## config.mk

```make
export PLATFORM = sky130hd
export DESIGN_NAME = spi_ctrl_flat
export DESIGN_NICKNAME = d
export VERILOG_FILES = /design/src/rtl/spi_ctrl_pkg.sv /design/src/rtl/spi_ctrl_if.sv /design/src/rtl/spi_ctrl.sv /design/src/flat_wrapper.sv
export SDC_FILE = /design/constraint.sdc
export NUM_CORES = 1
export LEC_CHECK = 0
export CAP_MARGIN = 20
export CORE_AREA = 2 2 70 89
export CTS_BUF_LIST = sky130_fd_sc_hd__clkbuf_2
export CTS_CLUSTER_SIZE = 24
export DETAILED_ROUTE_END_ITERATION = 7
export DIE_AREA = 0 0 72 91
export GPL_ROUTABILITY_DRIVEN = 1
export GPL_TIMING_DRIVEN = 0
export PLACE_DENSITY_LB_ADDON = 0.05
export SETUP_SLACK_MARGIN = 0.02
export SYNTH_ARGS = -nofsm -noshare
export SYNTH_HDL_FRONTEND = slang
export SYNTH_SLANG_ARGS = --single-unit
```

## constraint.sdc

```tcl
create_clock -name clk_50 -period 2.3 [get_ports clk_50]
set_input_delay 0.575 -clock clk_50 [delete_from_list [all_inputs] [get_ports clk_50]]
set_output_delay 0.575 -clock clk_50 [all_outputs]
set_load 0.01 [all_outputs]
```

## src/rtl/spi_ctrl_pkg.sv

```systemverilog
// Shared register map and FSM state type for the spi_ctrl SPI master.
package spi_ctrl_pkg;

  localparam logic [1:0] REG_DATA   = 2'd0;
  localparam logic [1:0] REG_STATUS = 2'd1;
  localparam logic [1:0] REG_DIV    = 2'd2;
  localparam logic [1:0] REG_CTRL   = 2'd3;

  typedef enum logic [1:0] {
    ST_IDLE = 2'd0,
    ST_LOW  = 2'd1,
    ST_HIGH = 2'd2
  } spi_state_e;

endpackage

```

## src/rtl/spi_ctrl_if.sv

```systemverilog
// Register bus of spi_ctrl: select, write strobe, index, write data, read data.
interface spi_ctrl_if;
  logic       cs;
  logic       we;
  logic [1:0] addr;
  logic [7:0] data_in;
  logic [7:0] data_out;

  modport slave  (input  cs, we, addr, data_in, output data_out);
  modport master (output cs, we, addr, data_in, input  data_out);
endinterface

```

## src/rtl/spi_ctrl.sv

```systemverilog
// Register-mapped SPI master, mode 0, MSB first, 8-bit frames.
// Optional interrupt output and enable bit (CTRL bit1) with SPI_CTRL_IRQ_EN.
module spi_ctrl
  import spi_ctrl_pkg::*;
#(
  parameter int unsigned DEFAULT_DIV = 124
) (
  input  logic       clk_50,
  input  logic       resb,
  spi_ctrl_if.slave  bus,
  output logic       sd_cs,
  output logic       spi_clk,
  output logic       spi_mosi,
  input  logic       spi_miso
`ifdef SPI_CTRL_IRQ_EN
  ,
  output logic       irq
`endif
);

  localparam logic [7:0] DIV_RST = 8'(DEFAULT_DIV);

  spi_state_e state_q, state_d;
  logic [2:0] bit_cnt_q, bit_cnt_d;
  logic [7:0] hp_cnt_q, hp_cnt_d;
  logic [7:0] div_q, div_d;
  logic [7:0] div_act_q, div_act_d;
  logic [7:0] tx_q, tx_d;
  logic [7:0] rx_sh_q, rx_sh_d;
  logic [7:0] rx_q, rx_d;
  logic       done_q, done_d;
  logic       ovr_q, ovr_d;
  logic       cs_lvl_q, cs_lvl_d;
  logic       ctrl_ie;
  logic       busy;
  logic       wr, rd, done_set;

  assign wr   = bus.cs & bus.we;
  assign rd   = bus.cs & ~bus.we;
  assign busy = (state_q != ST_IDLE);

`ifdef SPI_CTRL_IRQ_EN
  logic ie_q, ie_d;

  always_ff @(posedge clk_50 or negedge resb) begin
    if (!resb) ie_q <= 1'b0;
    else       ie_q <= ie_d;
  end

  always_comb begin
    ie_d = ie_q;
    if (wr && bus.addr == REG_CTRL) ie_d = bus.data_in[1];
  end

  assign ctrl_ie = ie_q;
  assign irq     = done_q & ie_q;
`else
  assign ctrl_ie = 1'b0;
`endif

  always_ff @(posedge clk_50 or negedge resb) begin
    if (!resb) begin
      state_q   <= ST_IDLE;
      bit_cnt_q <= '0;
      hp_cnt_q  <= '0;
      div_q     <= DIV_RST;
      div_act_q <= DIV_RST;
      tx_q      <= '0;
      rx_sh_q   <= '0;
      rx_q      <= '0;
      done_q    <= 1'b0;
      ovr_q     <= 1'b0;
      cs_lvl_q  <= 1'b1;
    end else begin
      state_q   <= state_d;
      bit_cnt_q <= bit_cnt_d;
      hp_cnt_q  <= hp_cnt_d;
      div_q     <= div_d;
      div_act_q <= div_act_d;
      tx_q      <= tx_d;
      rx_sh_q   <= rx_sh_d;
      rx_q      <= rx_d;
      done_q    <= done_d;
      ovr_q     <= ovr_d;
      cs_lvl_q  <= cs_lvl_d;
    end
  end

  always_comb begin
    state_d   = state_q;
    bit_cnt_d = bit_cnt_q;
    hp_cnt_d  = hp_cnt_q;
    div_d     = div_q;
    div_act_d = div_act_q;
    tx_d      = tx_q;
    rx_sh_d   = rx_sh_q;
    rx_d      = rx_q;
    done_d    = done_q;
    ovr_d     = ovr_q;
    cs_lvl_d  = cs_lvl_q;
    done_set  = 1'b0;

    unique case (state_q)
      ST_IDLE: begin
        if (wr && bus.addr == REG_DATA) begin
          tx_d      = bus.data_in;
          div_act_d = div_q;
          hp_cnt_d  = '0;
          bit_cnt_d = '0;
          state_d   = ST_LOW;
        end
      end
      ST_LOW: begin
        if (hp_cnt_q == div_act_q) begin
          hp_cnt_d = '0;
          rx_sh_d  = {rx_sh_q[6:0], spi_miso};
          state_d  = ST_HIGH;
        end else begin
          hp_cnt_d = hp_cnt_q + 8'd1;
        end
      end
      ST_HIGH: begin
        if (hp_cnt_q == div_act_q) begin
          hp_cnt_d = '0;
          if (bit_cnt_q == 3'd7) begin
            // RX becomes visible only once the whole frame is in
            rx_d     = rx_sh_q;
            done_set = 1'b1;
            state_d  = ST_IDLE;
          end else begin
            bit_cnt_d = bit_cnt_q + 3'd1;
            tx_d      = {tx_q[6:0], 1'b0};
            state_d   = ST_LOW;
          end
        end else begin
          hp_cnt_d = hp_cnt_q + 8'd1;
        end
      end
      default: state_d = ST_IDLE;
    endcase

    if (wr && bus.addr == REG_DATA && busy) ovr_d = 1'b1;
    if (wr && bus.addr == REG_DIV)          div_d = bus.data_in;
    if (wr && bus.addr == REG_CTRL)         cs_lvl_d = bus.data_in[0];

    // A completion in the same cycle as the clearing read keeps done set
    if (rd && bus.addr == REG_DATA) begin
      done_d = 1'b0;
      ovr_d  = 1'b0;
    end
    if (done_set) done_d = 1'b1;
  end

  always_comb begin
    bus.data_out = '0;
    unique case (bus.addr)
      REG_DATA:   bus.data_out = rx_q;
      REG_STATUS: bus.data_out = {5'b0, ovr_q, done_q, busy};
      REG_DIV:    bus.data_out = div_q;
      REG_CTRL:   bus.data_out = {6'b0, ctrl_ie, cs_lvl_q};
      default:    bus.data_out = '0;
    endcase
  end

  assign sd_cs    = cs_lvl_q;
  assign spi_clk  = (state_q == ST_HIGH);
  assign spi_mosi = (state_q == ST_IDLE) ? 1'b1 : tx_q[7];

endmodule

```

## src/flat_wrapper.sv

```systemverilog
// flat-port wrapper written by rule: the top's interface ports become plain ports
module spi_ctrl_flat import spi_ctrl_pkg::*;
#(
  parameter int unsigned DEFAULT_DIV = 124
)
  (clk_50, resb, sd_cs, spi_clk, spi_mosi, spi_miso, bus_cs, bus_we, bus_addr, bus_data_in, bus_data_out);
  spi_ctrl_if bus_i ();
  input  logic clk_50;
  input  logic resb;
  output logic sd_cs;
  output logic spi_clk;
  output logic spi_mosi;
  input  logic spi_miso;
  input wire logic [$bits(bus_i.cs)-1:0] bus_cs;
  input wire logic [$bits(bus_i.we)-1:0] bus_we;
  input wire logic [$bits(bus_i.addr)-1:0] bus_addr;
  input wire logic [$bits(bus_i.data_in)-1:0] bus_data_in;
  output wire logic [$bits(bus_i.data_out)-1:0] bus_data_out;
  assign bus_i.cs = bus_cs;
  assign bus_i.we = bus_we;
  assign bus_i.addr = bus_addr;
  assign bus_i.data_in = bus_data_in;
  assign bus_data_out = bus_i.data_out;
  spi_ctrl #(.DEFAULT_DIV(DEFAULT_DIV)) u_core (.clk_50(clk_50), .resb(resb), .bus(bus_i), .sd_cs(sd_cs), .spi_clk(spi_clk), .spi_mosi(spi_mosi), .spi_miso(spi_miso));
endmodule
```

**Yosys cells after proc, flatten, opt, wreduce, memory -nomap -nowiden**

Index checks and enable logic that the tools add are counted.

- Flip-flop bits (word level): 56
- Input bits: 15
- Output and inout bits: 11
- Word-level logic and storage cells: 71

- Add/sub/neg operators: 2
- Equality and inequality tests: 11
- Mux-type cells: 25
- Bitwise gates (word level): 3
- Reductions and logical operators: 19

Operator list:

| operator | count |
|---|---|
| 8-bit 2-to-1 mux | 5 |
| 8-bit case mux with 2 select lines | 2 |
| 8-bit case mux with 4 select lines | 1 |
| 2-bit nonzero test | 5 |
| 1-bit 2-to-1 mux | 9 |
| 3-bit 2-to-1 mux | 3 |
| 8-bit by 1-bit adder with 8-bit output, second input constant | 1 |
| 8-bit equality test | 1 |
| 2-bit equality test, second input constant | 3 |
| 2-bit 2-to-1 mux | 3 |
| 2-bit by 1-bit inequality test with 1-bit output, second input constant | 3 |
| 2-bit case mux with 3 select lines | 1 |
| 3-bit case mux with 2 select lines | 1 |
| 2-bit AND reduction | 3 |
| 3-bit AND reduction | 2 |
| 1-bit logical AND | 5 |
| 2-bit by 1-bit equality test with 1-bit output, second input constant | 2 |
| 2-bit logical NOT | 2 |
| 4-bit AND reduction | 1 |
| 3-bit by 1-bit adder with 3-bit output, second input constant | 1 |
| 3-bit equality test, second input constant | 1 |
| 1-bit bitwise AND | 2 |
| 2-bit inequality test, second input constant | 1 |
| 2-bit OR reduction | 1 |
| 1-bit inverter | 1 |

**Longest topological paths before layout**

Gate-level depths: netlist of the first run.

- Depth in word-level cells: 5
- Mapped depth: 9
- Gate-level depth less buffers: 7

**Least setup slack after synthesis of the first run**

No wires, ideal clock.

- Kind: input port to output port
- Start point: in bus_addr[1]
- End point: out bus_data_out[0]
- Arrival time: 1.575 ns
- Data required time: 1.725 ns
- Setup slack: 0.150 ns
- Stages: 2
- Buffers on the path: 1
- Path through: buf_1 mux4_2

- Longest elaborated chain between the ends: 2
- Elaborated cells on any way between the ends: 5
- Classes of those cells: eq/ne (3); mux (1); reduce/logical (1)

RTL lines:

| what | line | RTL |
|---|---|---|
| from (decl) | flat_wrapper.sv:16 | `input wire logic [$bits(bus_i.addr)-1:0] bus_addr;` |
| 2-bit equality test (tied with other cells) | spi_ctrl.sv:156 | `unique case (bus.addr)` |
| 8-bit case mux with 4 select lines (*) | spi_ctrl.sv:156 |  |
| to (decl) | flat_wrapper.sv:18 | `output wire logic [$bits(bus_i.data_out)-1:0] bus_data_out;` |

Mark *: on every way between the ends. The rest lies on a longest branch, timed or not.

**Worst setup path after layout of the first run**

- Start point: reg u_core.state_q[0]
- End point: out bus_data_out[0]

- Longest elaborated chain between the ends: 2

RTL lines:

| what | line | RTL |
|---|---|---|
| from (decl) | spi_ctrl.sv:23 | `spi_state_e state_q, state_d;` |
| from (signal assigned) | spi_ctrl.sv:75 | `state_q <= state_d;` |
| 2-bit nonzero test | spi_ctrl.sv:40 | `assign busy = (state_q != ST_IDLE);` |
| 8-bit case mux with 4 select lines | spi_ctrl.sv:156 |  |

Every way passes these cells.

==> flow_summary.toml, run 1 <==
[placed_design]
numPortBuffers = 25
placedInstanceArea_sq_mm = 0.00329
dp_hpwl_um = 4570
place_congestion = 0.786

[routing]
drt-initial-drc-count = 100
routedWlPerCell_um = 17.1
firstDrtPassIters = 5
route.detailed.vias_per_inst = 5.98
postRouteAntennaNets = 0
via_count = 2249
detail_route.wirelength_um = 6450
post-route-drc-count = 0

[clocking]
cts.sinks = 56
clock_latency_late_sink_ns = 0.44
tritoncts = "done"
ctsLongestPathBuffers = 2
register_clock_pin_slew_on_the_reported_worst_setup_and_hold_paths_ns = 0.28
h-tree-depth = 2
cts_hold_repair.buffers = 0
root_buffer = "sky130_fd_sc_hd__clkbuf_2"
cts_buffers = 5

[critical_path]
reg2reg_setup_slack_ns = 0.15
criticalPathCategory = "reg2out"
end_kind = "output pin"
worst_r2r_startpoint = "u_core.hp_cnt_q[6]"
critical_path_data_required_time_ns = 1.73
critPathMaxFanout = 2
arrival_ns = 1.88
worst-r2r-cell-count = 5
cp-start-kind = "flip-flop"
r2r-end = "u_core.rx_q[6]"

[pwr]
total_leakage_power_uw = 0.00157
worst_ir_drop_vdd_v = 0.000446
pwrdens_mw_per_mm2 = 1120

[timing]
grt_setup_unrepaired = "true"
finalMaxSlewViolations = 0
postLayoutSetupSlackWorst_ns = -0.160
worst_slew_pin_slew_ns = 0.615
slew_headroom_pct = 58.8
timing.fmax_mhz = 407
timing.final.crit_period_ns = 2.46
timing.final.setup_violations = 1
worst_clock_skew_ns = 0.0165
final.period_utilization_pct = 107
timing_hold_violations_final = 0

[yosys]
yosys.cell_types.count = 48
synth-seq-cells = 56
synthFlopType = "sky130_fd_sc_hd__dfrtp_1"
syn-mean-instance-area_sq_um = 11.0
synth_fp_nets = 289
synth.yosys.seq_area_share_pct = 48.1
yosys_warnings = 0
synth_enable_flop_cells = 0
syn-instance-count = 267
asyncSetResetFlopFracSynth_pct = 100
netlist_area_sq_mm = 0.00294

[run_status]
status = "complete, but fails checks"
violations = "negative setup slack"

[floorplan]
fp.dieW_um = 72
die_area_sq_mm = 0.00655
die_height_um = 91
std_cell_rows = 31
floorplan.core_area_sq_mm = 0.00570
start_util_pct = 51.5
ios = 26

[final_layout]
num_antenna_cells = 0
finalNetCount = 331
final-seq-area_sq_mm = 0.00142
finalCoreUtilization_pct = 61.4
layout.cells.most_common = "sky130_fd_sc_hd__dfrtp_1"
final.fill_count = 489
mostFrequentLayoutCells = "sky130_fd_sc_hd__dfrtp_1 (45), sky130_fd_sc_hd__mux2_2 (17), sky130_fd_sc_hd__mux2_1 (17)"
multi_input_comb_area_sq_mm = 0.00146
proportion_of_layout_cells_with_a_drive_suffix_above_1_pct = 23.9
post-route-cell-area_sq_mm = 0.00350
synthToLayoutAreaGrowth_pct = 19.1

[global_routing]
grt_pass1_wl_um = 10800
maximum_number_of_pins_on_one_net_before_global_route_repair = 37
antenna_found_initial = 0
grt_pass1_vias = 2165
globalRouteOverflowTotal = 0
grt.total_usage_pct = 21.0

[job]
number_of_max_cap_violations = 0

[min_path]
hold_path.class = "in2async"
registers in the layout, summed over array words and instances, names as in the netlist:
name / cells
u_core.bit_cnt_q: 3
u_core.div_act_q: 8
u_core.div_q: 8
u_core.done_q: 1
u_core.hp_cnt_q: 8
u_core.ovr_q: 1
u_core.rx_q: 8
u_core.rx_sh_q: 8
u_core.sd_cs: 1
u_core.state_q: 2
u_core.tx_q: 8
cells in the mapped netlist (2+ instances only):
| library cell | instances | area, sq um |
|---|---|---|
| sky130_fd_sc_hd__o211ai_1 | 7 | 52.6 |
| sky130_fd_sc_hd__nand3_1 | 15 | 75.1 |
| sky130_fd_sc_hd__mux2i_1 | 8 | 80.1 |
| sky130_fd_sc_hd__ha_1 | 7 | 87.6 |
| sky130_fd_sc_hd__clkbuf_1 | 8 | 30.0 |
| sky130_fd_sc_hd__nor2b_1 | 3 | 18.8 |
| sky130_fd_sc_hd__mux2_1 | 17 | 191 |
| sky130_fd_sc_hd__nor4_4 | 2 | 42.5 |
| sky130_fd_sc_hd__and3_1 | 4 | 25.0 |
| sky130_fd_sc_hd__nor3_1 | 4 | 20.0 |
| sky130_fd_sc_hd__or3_1 | 5 | 31.3 |
| sky130_fd_sc_hd__a31oi_1 | 5 | 31.3 |
| sky130_fd_sc_hd__dfrtp_1 | 45 | 1130 |
| sky130_fd_sc_hd__inv_1 | 7 | 26.3 |
| sky130_fd_sc_hd__a21oi_1 | 14 | 70.1 |
| sky130_fd_sc_hd__nor2_1 | 15 | 56.3 |
| sky130_fd_sc_hd__buf_2 | 4 | 20.0 |
| sky130_fd_sc_hd__mux2_2 | 17 | 191 |
| sky130_fd_sc_hd__and2_1 | 2 | 12.5 |
| sky130_fd_sc_hd__o21ai_0 | 4 | 20.0 |
| sky130_fd_sc_hd__o22ai_1 | 14 | 87.6 |
| sky130_fd_sc_hd__nand2b_1 | 2 | 12.5 |
| sky130_fd_sc_hd__dfstp_2 | 11 | 289 |
| sky130_fd_sc_hd__nand2_1 | 13 | 48.8 |
| sky130_fd_sc_hd__a211oi_1 | 2 | 15.0 |
| sky130_fd_sc_hd__xor2_1 | 8 | 70.1 |
| sky130_fd_sc_hd__nand4_1 | 2 | 12.5 |
| sky130_fd_sc_hd__or2_2 | 2 | 12.5 |
report_power, final:
group          leakage [uW]  switching (uW)  internal [uW]
clock             0.0000532             312            296
combinational      0.000833             979            799
sequential         0.000683             245           1290
cells by family (layout without fill, tap and decap cells):
family	after synthesis	after routing	synth area share [%]
AND/OR/NAND/NOR	77	77	14.8
flip-flops	56	56	48.1
AO/OA/AOI/OAI	55	55	12.3
multiplexers	43	43	16.5
buffers and inverters	21	64	2.85
XOR/XNOR	8	8	2.38
adder cells (fa/ha/maj)	7	7	2.98
per-layer routing:
metal	share of wire, %	track usage (%)	wire, um	up-vias
met3	3.9	3.11	252	9
met4	1.2	4.72	76	0
met2	50	34.8	3200	52
met5	0	0	0	-
met1	45	29.1	2910	1121
li1	-	-	-	1067
layout make-up:
cell class | count | area share [%]
tap | 66 | 2.36
timing repair buffer | 37 | 9.94
clock inverter | 2 | 1.72
inverter | 8 | 0.930
multi-input combinational | 190 | 41.6
buffer | 11 | 2.18
clock buffer | 6 | 0.858
sequential | 56 | 40.4
worst max path at each step:
stage | start | to | depth (start not counted)
2_1_floorplan | bus_addr[1] | bus_data_out[0] | 2
3_3_place_gp | resb | u_core.rx_sh_q[7] | 1
3_5_place_dp | bus_addr[1] | bus_data_out[0] | 4
4_1_cts | u_core.state_q[1] | bus_data_out[0] | 6
5_1_grt | u_core.state_q[0] | bus_data_out[0] | 6
6_report | u_core.state_q[0] | bus_data_out[0] | 6
worst max-delay path, cell delays in order, from the launching register on:
cell                      delay, ns
sky130_fd_sc_hd__dfrtp_1       0.46
sky130_fd_sc_hd__inv_2         0.08
sky130_fd_sc_hd__ha_4          0.16
sky130_fd_sc_hd__inv_4         0.04
sky130_fd_sc_hd__buf_8         0.11
sky130_fd_sc_hd__mux4_2        0.46
sky130_fd_sc_hd__buf_6         0.14
repair_timing:
item / CTS / global route
endpoints found under the hold margin: 0 / 0
endpoints found under the setup margin: 18 / 3
setup buffers: 9 / 1
pin swaps: 2 / 2
gates resized for setup: 44 / 5
gates cloned: 1 / 0
through the flow:
step                      hold slack, ns  setup TNS [ns]  total power, uW  std cells  worst slack [ns]
final                             0.0556          -0.160             3920        376            -0.160
after global routing              0.0449          -0.235             4200        376            -0.235
after CTS                         0.0587          -0.189             3950        376            -0.189
after detailed placement           0.480          -12.77             3090        359            -0.985
after global placement             0.466          -70.38             3060        358             -1.16
after floorplan                    0.279               0             2640        267             0.150
(Power assumes the default switching activity.)
==> run 2: changes to the inputs <==
Settings changed: SETUP_SLACK_MARGIN 0.02 to default.
==> flow_summary.toml, run 2 (same netlist as run 1, synthesis figures left out) <==
[timing]
final.period_utilization_pct = 107
timing.final.setup_violations = 1
timing.hold.ws_ns = 0.0635
timing.fmax_mhz = 406
postLayoutSetupSlackWorst_ns = -0.164
worst_clock_skew_ns = 0.0108
timing_hold_violations_final = 0
grt_setup_unrepaired = "true"
slew_headroom_pct = 58.8
finalMaxSlewViolations = 0
timing.final.crit_period_ns = 2.46
worst_slew_pin_slew_ns = 0.616

[routing]
routedWlPerCell_um = 17.2
via_count = 2257
postRouteAntennaNets = 0
post-route-drc-count = 0
detail_route.wirelength_um = 6520
route.detailed.vias_per_inst = 5.96
drt-initial-drc-count = 92
firstDrtPassIters = 4

[placed_design]
place_congestion = 0.786
dp_hpwl_um = 4570
number_of_placed_cells_counting_well_taps = 359
numPortBuffers = 25

[critical_path]
worst_path_dominant_cell_family = "flip-flops"
arrival_ns = 1.89
reg2reg_setup_slack_ns = 0.15
end_kind = "output pin"
cp-start-kind = "flip-flop"
critical_path_data_required_time_ns = 1.73
r2r-end = "u_core.rx_q[6]"
critical-path-max-stage-delay_ns = 0.46
critPathBufInv = 4
critical_path.cell_chain = "inv_2, ha_4, inv_4, buf_8, mux4_2, buf_6"
critPathMaxFanout = 3
worst_r2r_startpoint = "u_core.hp_cnt_q[6]"
worst-r2r-cell-count = 5
criticalPathCategory = "reg2out"
critical_path.slowest_cell = "sky130_fd_sc_hd__dfrtp_1"

[clocking]
clock_latency_late_sink_ns = 0.43
tritoncts = "done"
cts_buffers = 5
cts.sinks = 56
root_buffer = "sky130_fd_sc_hd__clkbuf_2"
cts_hold_repair.buffers = 0
h-tree-depth = 2
ctsLongestPathBuffers = 2
register_clock_pin_slew_on_the_reported_worst_setup_and_hold_paths_ns = 0.28

[global_routing]
maximum_number_of_pins_on_one_net_before_global_route_repair = 37
globalRouteOverflowTotal = 0
antenna_found_initial = 0
grt_pass1_vias = 2156
grt.total_usage_pct = 20.8
grt_pass1_wl_um = 10700

[final_layout]
layout.cells.most_common = "sky130_fd_sc_hd__dfrtp_1"
synthToLayoutAreaGrowth_pct = 20.0
num_antenna_cells = 0
finalCoreUtilization_pct = 61.8
mostFrequentLayoutCells = "sky130_fd_sc_hd__dfrtp_1 (45), sky130_fd_sc_hd__mux2_2 (17), sky130_fd_sc_hd__mux2_1 (17)"
finalNetCount = 334
final.fill_count = 495
final-instance-count-excl-fill = 379
proportion_of_layout_cells_with_a_drive_suffix_above_1_pct = 24.6

[floorplan]
ios = 26
die_height_um = 91
std_cell_rows = 31
die_area_sq_mm = 0.00655
fp.dieW_um = 72
start_util_pct = 51.5
floorplan.core_area_sq_mm = 0.00570

[pwr]
pwrdens_mw_per_mm2 = 1130
worst_ir_drop_vdd_v = 0.000448
total_leakage_power_uw = 0.00159

[min_path]
hold_path.class = "in2async"

[run_status]
violations = "negative setup slack"
status = "complete, but fails checks"

[job]
number_of_max_cap_violations = 0
## run 2: changes by cell type in the layout (fill, tap and decap cells not counted)
cell / previous run / this run
sky130_fd_sc_hd__buf_4: 10 / 13
sky130_fd_sc_hd__buf_6: 4 / 3
sky130_fd_sc_hd__buf_8: 1 / 2
## run 2: layout make-up
| cell class | instances | area [sq um] | share of cell area [%] |
|---|---|---|---|
| repair buffers | 39 | 359 | 10.2 |
| inverters | 8 | 32.5 | 0.923 |
| plain buffers | 12 | 91.3 | 2.59 |
| clock buffers | 6 | 30.0 | 0.852 |
| multi-input cells | 190 | 1460 | 41.3 |
| flip-flops and latches | 56 | 1420 | 40.1 |
| well taps | 66 | 82.6 | 2.34 |
| clock inverters | 2 | 60.1 | 1.70 |
## run 2: repair_timing
action | 4_1_cts | 5_1_grt
gates cloned | 1 | 0
pin swaps | 2 | 1
endpoints found under the hold margin | 0 | 0
gates resized for setup | 39 | 9
setup endpoints to repair | 18 | 3
setup buffers | 7 | 5
## run 2: per-stage QoR
step | power [uW] | area [sq um] | TNS [ns] | worst slack, ns
final | 3980 | 3530 | -0.164 | -0.164
after global routing | 4260 | 3530 | -0.272 | -0.222
after CTS | 3880 | 3480 | -0.288 | -0.203
after detailed placement | 3090 | 3290 | -12.77 | -0.985
after global placement | 3060 | 3270 | -70.38 | -1.16
after floorplan | 2640 | 2940 | 0 | 0.150
## run 2: power breakdown
part / internal, uW / total, uW / switching (uW)
clock network: 296 / 607 / 310
registers: 1290 / 1530 / 246
logic: 848 / 1840 / 997
total: 2430 / 3980 / 1550
## run 2: routing by layer
metal / up-vias / track usage [%] / routed length [um]
met5: - / 0 / 0
met4: 0 / 4.40 / 44
met2: 46 / 34.9 / 3340
met1: 1127 / 28.4 / 2890
li1: 1079 / - / -
met3: 5 / 3.22 / 248
## run 2: worst max path at each step
stage | slack [ns] | to | start | cells past startpoint
floorplan | 0.15 | bus_data_out[0] | bus_addr[1] | 2
global placement | -1.16 | u_core.rx_sh_q[7] | resb | 1
detailed placement | -0.98 | bus_data_out[0] | bus_addr[1] | 4
CTS | -0.20 | bus_data_out[0] | u_core.state_q[1] | 6
global route | -0.22 | bus_data_out[0] | u_core.state_q[0] | 6
finish | -0.16 | bus_data_out[0] | u_core.state_q[0] | 6
